<file path="config.mk">
export PLATFORM = sky130hd
export DESIGN_NAME = pipe_stage_reg
export DESIGN_NICKNAME = d
export VERILOG_FILES = /design/src/rtl/pipe_stage_reg.sv
export SDC_FILE = /design/constraint.sdc
export NUM_CORES = 1
export LEC_CHECK = 0
export CAP_MARGIN = 20
export CORE_MARGIN = 8
export CORE_UTILIZATION = 39
export DETAILED_ROUTE_END_ITERATION = 10
export HOLD_SLACK_MARGIN = 0.08
export PLACE_DENSITY = 0.8
export SLEW_MARGIN = 20
export SYNTH_ARGS = -nofsm -noshare
export SYNTH_HDL_FRONTEND = slang
export SYNTH_SLANG_ARGS = --single-unit
</file>
<file path="constraint.sdc">
create_clock -name clk -period 2 [get_ports clk]
set_clock_uncertainty 0.05 [all_clocks]
set_input_delay 0.3 -clock clk [delete_from_list [all_inputs] [get_ports clk]]
set_output_delay 0.3 -clock clk [all_outputs]
set_load 0.1 [all_outputs]
</file>
<file path="src/rtl/pipe_stage_reg.sv">
// Handshaked pipeline stage register: 1-cycle latency, FIFO order, flush drops every held entry.
// Define PIPE_STAGE_SKID_EN for a two-entry build with registered in_ready; otherwise in_ready follows out_ready.
module pipe_stage_reg #(
    parameter int CTRL_WIDTH = 8,
    parameter int DATA_WIDTH = 128,
    parameter logic [CTRL_WIDTH-1:0] CTRL_SAFE = {CTRL_WIDTH{1'b0}}
) (
    input  logic                  clk,
    input  logic                  reset_n,
    input  logic                  flush,
    input  logic                  in_valid,
    output logic                  in_ready,
    input  logic [CTRL_WIDTH-1:0] in_ctrl,
    input  logic [DATA_WIDTH-1:0] in_data,
    output logic                  out_valid,
    input  logic                  out_ready,
    output logic [CTRL_WIDTH-1:0] out_ctrl,
    output logic [DATA_WIDTH-1:0] out_data,
    output logic [1:0]            occupancy
);

    logic                  r_m_vld;
    logic [CTRL_WIDTH-1:0] r_m_ctrl;
    logic [DATA_WIDTH-1:0] r_m_dat;
    logic                  w_m_free;
    logic                  w_in_xfer;

    // M can take a new entry this edge if it is empty or being drained.
    assign w_m_free  = !r_m_vld | out_ready;
    assign w_in_xfer = in_valid & in_ready;

`ifdef PIPE_STAGE_SKID_EN
    logic                  r_s_vld;
    logic [CTRL_WIDTH-1:0] r_s_ctrl;
    logic [DATA_WIDTH-1:0] r_s_dat;

    assign in_ready = !r_s_vld;

    always_ff @(posedge clk or negedge reset_n) begin
        if (!reset_n) begin
            r_m_vld  <= 1'b0;
            r_m_ctrl <= '0;
            r_m_dat  <= '0;
            r_s_vld  <= 1'b0;
            r_s_ctrl <= '0;
            r_s_dat  <= '0;
        end else if (flush) begin
            r_m_vld <= 1'b0;
            r_s_vld <= 1'b0;
        end else if (w_m_free) begin
            if (r_s_vld) begin
                // S is older than any new input, so it moves up first.
                r_m_vld  <= 1'b1;
                r_m_ctrl <= r_s_ctrl;
                r_m_dat  <= r_s_dat;
                r_s_vld  <= w_in_xfer;
                if (w_in_xfer) begin
                    r_s_ctrl <= in_ctrl;
                    r_s_dat  <= in_data;
                end
            end else begin
                r_m_vld <= w_in_xfer;
                if (w_in_xfer) begin
                    r_m_ctrl <= in_ctrl;
                    r_m_dat  <= in_data;
                end
            end
        end else if (w_in_xfer) begin
            r_s_vld  <= 1'b1;
            r_s_ctrl <= in_ctrl;
            r_s_dat  <= in_data;
        end
    end

    assign occupancy = {1'b0, r_m_vld} + {1'b0, r_s_vld};
`else
    assign in_ready = w_m_free;

    always_ff @(posedge clk or negedge reset_n) begin
        if (!reset_n) begin
            r_m_vld  <= 1'b0;
            r_m_ctrl <= '0;
            r_m_dat  <= '0;
        end else if (flush) begin
            r_m_vld <= 1'b0;
        end else if (w_m_free) begin
            r_m_vld <= w_in_xfer;
            if (w_in_xfer) begin
                r_m_ctrl <= in_ctrl;
                r_m_dat  <= in_data;
            end
        end
    end

    assign occupancy = {1'b0, r_m_vld};
`endif

    assign out_valid = r_m_vld;
    assign out_ctrl  = r_m_vld ? r_m_ctrl : CTRL_SAFE;
    assign out_data  = r_m_dat;

endmodule

</file>
# == After elaboration in Yosys (flattened, before gate mapping) ==
# Index checks and enable logic that the tools add are counted.
# word_totals
regBits,137
output_inout_bits,140
wordCells,12
# classes
n_mux,3
bitwise,3
n_reduce_logical,3
# op_table
op,n
2-to-1 mux 8 bit,1
AND reduction 3 bit,1
2-to-1 mux 1 bit,2
nonzero test 2 bit,1
bitwise AND 1 bit,1
logical NOT 1 bit,1
inverter 1 bit,1
OR 1 bit,1

# == Logic depth before layout (Yosys ltp) ==
# depth
depth_word,5
depth_mapped,6
ltp_nobuf,3

# == Worst setup path after synthesis ==
# No wires, ideal clock.
# synth_path
path_kind,reg-to-reg
from,register r_m_vld (netlist: out_valid)
to,register r_m_dat[100] (netlist: out_data[100])
t_arrival_ps,2051
t_required_ps,1824
path_slack_ps,-227
path_stages_with_launch,7
n_path_buf,3
synth_period_minus_slack_ps,2227
cell_sequence,dfrtp_1 > nor2b_4 > nor3b_2 > buf_6 > buf_6 > buf_6 > mux2_4
# synth_via
elab_chain_cells,4
# synth_lines
element,line,source
start: declaration,22,logic r_m_vld;
start signal: assignment,87,r_m_vld <= w_in_xfer;
logical NOT 1 bit (*),29,assign w_m_free = !r_m_vld | out_ready;
OR 1 bit (*),29,
bitwise AND 1 bit,30,assign w_in_xfer = in_valid & in_ready;
AND reduction 3 bit (no line) (*),-,
end signal: assignment,90,r_m_dat <= in_data;
end: declaration,24,logic [DATA_WIDTH-1:0] r_m_dat;
# Every way passes the cells marked *; elsewhere a longest branch is shown, timed or not.
# A chain may end at the register's enable or synchronous reset.

# == Final worst setup path ==
# layout_path
from,register r_m_vld (netlist: out_valid)
to,output port out_ctrl[0]
# layout_via
elab_chain_cells,1
# layout_lines
element,line,source
2-to-1 mux 8 bit,99,assign out_ctrl = r_m_vld ? r_m_ctrl : CTRL_SAFE;
end: declaration,17,"output logic [CTRL_WIDTH-1:0] out_ctrl,"
# No other way between the ends.

==> qor.csv <==
stage,metric,value,unit
global_routing,grt_pass1_vias,4213,
route,vias,3692,
global_routing,antenna_found_initial,0,
clock_tree,cts_resized,0,
clock_tree,cts_tree,done,
layout,antenna_cells,0,
die,die_y,133,um
route,drt_wl_total,15500,um
layout,fin_cells,793,
synth,avgSynthCellArea,17.5,um2
placed_design,dp_cells,760,
clock_tree,cts-root-buf,clkbuf_16,
placed_design,dp_hpwl,11900,um
sta,drv_slew,0,
sta,fmax,577,MHz
placed_design,place.gp.congestion,0.714,
hold_path,hold_class,input port to async pin,
pwr,max-vdd-ir-drop,0.000928,V
pwr,power.leakage,0.00400,uW
layout,post-route-cell-area,0.00889,mm2
synth,yosysSeqAreaShare,0.643,
placed_design,dp_slack,-0.0140,ns
sta,finalCritPeriodShare,0.867,
layout,drive_gt1_frac,0.532,
setup_path,critPathLaunchType,flip-flop,
die,coreArea,0.0133,mm2
clock_tree,insertion_delay,0.41,ns
global_routing,gr-total-overflow,0,
synth,syn_inst,304,
layout,nets,745,
clock_tree,postCtsHoldBufs,1,
die,start_util,0.401,
setup_path,critical-path-slowest-cell,dfrtp_2,
setup_path,crit_path_max_fanout,10,
setup_path,slowest_delay,0.36,ns
sta,period_minus_slack,1.73,ns
setup_path,crit_type,flip-flop to output pin,
clock_tree,htreeDepth,4,
route,ant_nets,0,
synth,yosys_warnings,0,
placed_design,place_area,0.00822,mm2
clock_tree,cts.sinks,137,
run,drv_cap,0,
clock_tree,cts_setup_buffers,0,
route,dr.pass1.iters,4,
synth,synth.distinct_cells,12,
route,via_per_inst,4.66,
global_routing,grt_use_total,0.177,
clock_tree,cts.path.max_buffers,2,
die,die_w,133,um
sta,tns,0,ns
setup_path,required,1.65,ns
setup_path,arrival,1.38,ns
die,ios,281,
placed_design,port_buffers,279,
synth,synth_fp_nets,445,
route,drc,0,
synth,synth-seq-cells,137,
route,wire_per_inst,19.5,um
global_routing,grt_max_degree,47,
global_routing,grt_pass1_wl,24200,um
pwr,pwr_density_cell,1390,mW/mm2
setup_path,end_kind,output pin,
synth,syn_area,0.00533,mm2
clock_tree,cts_buffers,17,
die,dieArea,0.0177,mm2
outcome,outcome,completed,
setup_path,crit_chain,buf_4 -> and2_1 -> buf_12,
sta,hold_viol,0,
sta,rsz0062_at_grt,false,
die,rows,42,
layout,syn_to_final_growth,66.8,%
sta,final-setup-viol-count,0,
clock_tree,clkTransAtPathRegs,0.06,ns
route,drt_iter0_drc,146,
sta,fin_ws,0.266,ns
## critical path, delay by kind of cell, from the launching register on
family	cells	cell delay, ns
and+or+nand+nor	1	0.22
DFF	1	0.36
buffers and inverters	2	0.38
## final cells by class
type	instances	area, um2
Inverter	1	3.75
Tap cell	176	220
Clock inverter	12	196
Multi-Input combinational cell	149	1780
Timing Repair Buffer	298	2800
Sequential cell	137	3430
Clock buffer	20	457
Fill cell	948	4410
## worst paths after layout
path,to,slack [ns],from,cells past startpoint
worst max-delay path,out_ctrl[0],0.27,out_valid,3
worst min-delay path,out_data[88],0.34,reset_n,2
worst max register to register,out_data[37],0.33,out_valid,5
worst min register to register,r_m_ctrl[4],0.45,r_m_ctrl[4],1
max in group asynchronous,out_data[104],0.93,reset_n,3
min in group clk,out_data[29],0.45,in_data[29],2
## registers in the layout (all words and copies together) (netlist names)
| name | flops |
|---|---|
| out_data | 128 |
| r_m_ctrl | 8 |
| out_valid | 1 |
## cells in the final DEF, fill, tap and decap left out
master	count
clkbuf_16	17
clkdlybuf4s50_1	139
nor2b_4	1
inv_1	1
and2_1	8
clkinvlp_4	3
dlygate4sd3_1	1
mux2_2	96
dfrtp_2	1
buf_4	140
nor3b_4	1
dfrtp_1	136
conb_1	1
nor2_1	2
clkbuf_8	2
clkinv_4	1
bufinv_16	5
clkinv_2	3
buf_12	17
mux2_4	40
buf_6	1
clkbuf_1	1
## power breakdown
group	switching, uW	total [uW]	leakage (uW)	internal [uW]
Clock	1150	3420	0.000312	2270
Combinational	4040	5410	0.00208	1370
Sequential	261	3510	0.00161	3250
## cell usage after synthesis
library cell / n / share of area
nor2_1: 2 / 0.0014
mux2_4: 40 / 0.11
nor3b_2: 1 / 0.0023
mux2_2: 96 / 0.20
inv_1: 1 / 0.00070
buf_4: 2 / 0.0028
buf_6: 6 / 0.013
and2_1: 8 / 0.0094
buf_2: 9 / 0.0085
dfrtp_1: 137 / 0.64
nor2b_4: 1 / 0.0026
conb_1: 1 / 0.00070
## metal layers
layer  wire length (um)  up-vias  GRT usage
met2               7810      177      0.291
met1               5980     1837      0.197
met4                322        0     0.0719
met5                  0        -          0
met3               1390       21     0.0791
li1                   -     1657          -
## cells by family after synthesis
family / Yosys count / share of synthesized area
buffers and inverters: 18 / 0.0247
DFF: 137 / 0.643
muxes: 136 / 0.316
other: 1 / 0.000704
and+or+nand+nor: 12 / 0.0157
## per-stage QoR
step / util / hold slack, ns / power [uW]
CTS: 0.668 / 0.340 / 12500
finish: 0.668 / 0.340 / 12300
global placement: 0.618 / 0.200 / 8920
detailed placement: 0.618 / 0.211 / 8990
floorplan: - / -0.0456 / 7560
global route: 0.668 / 0.363 / 12800
Note: power is estimated with default switching activity, not from simulation.
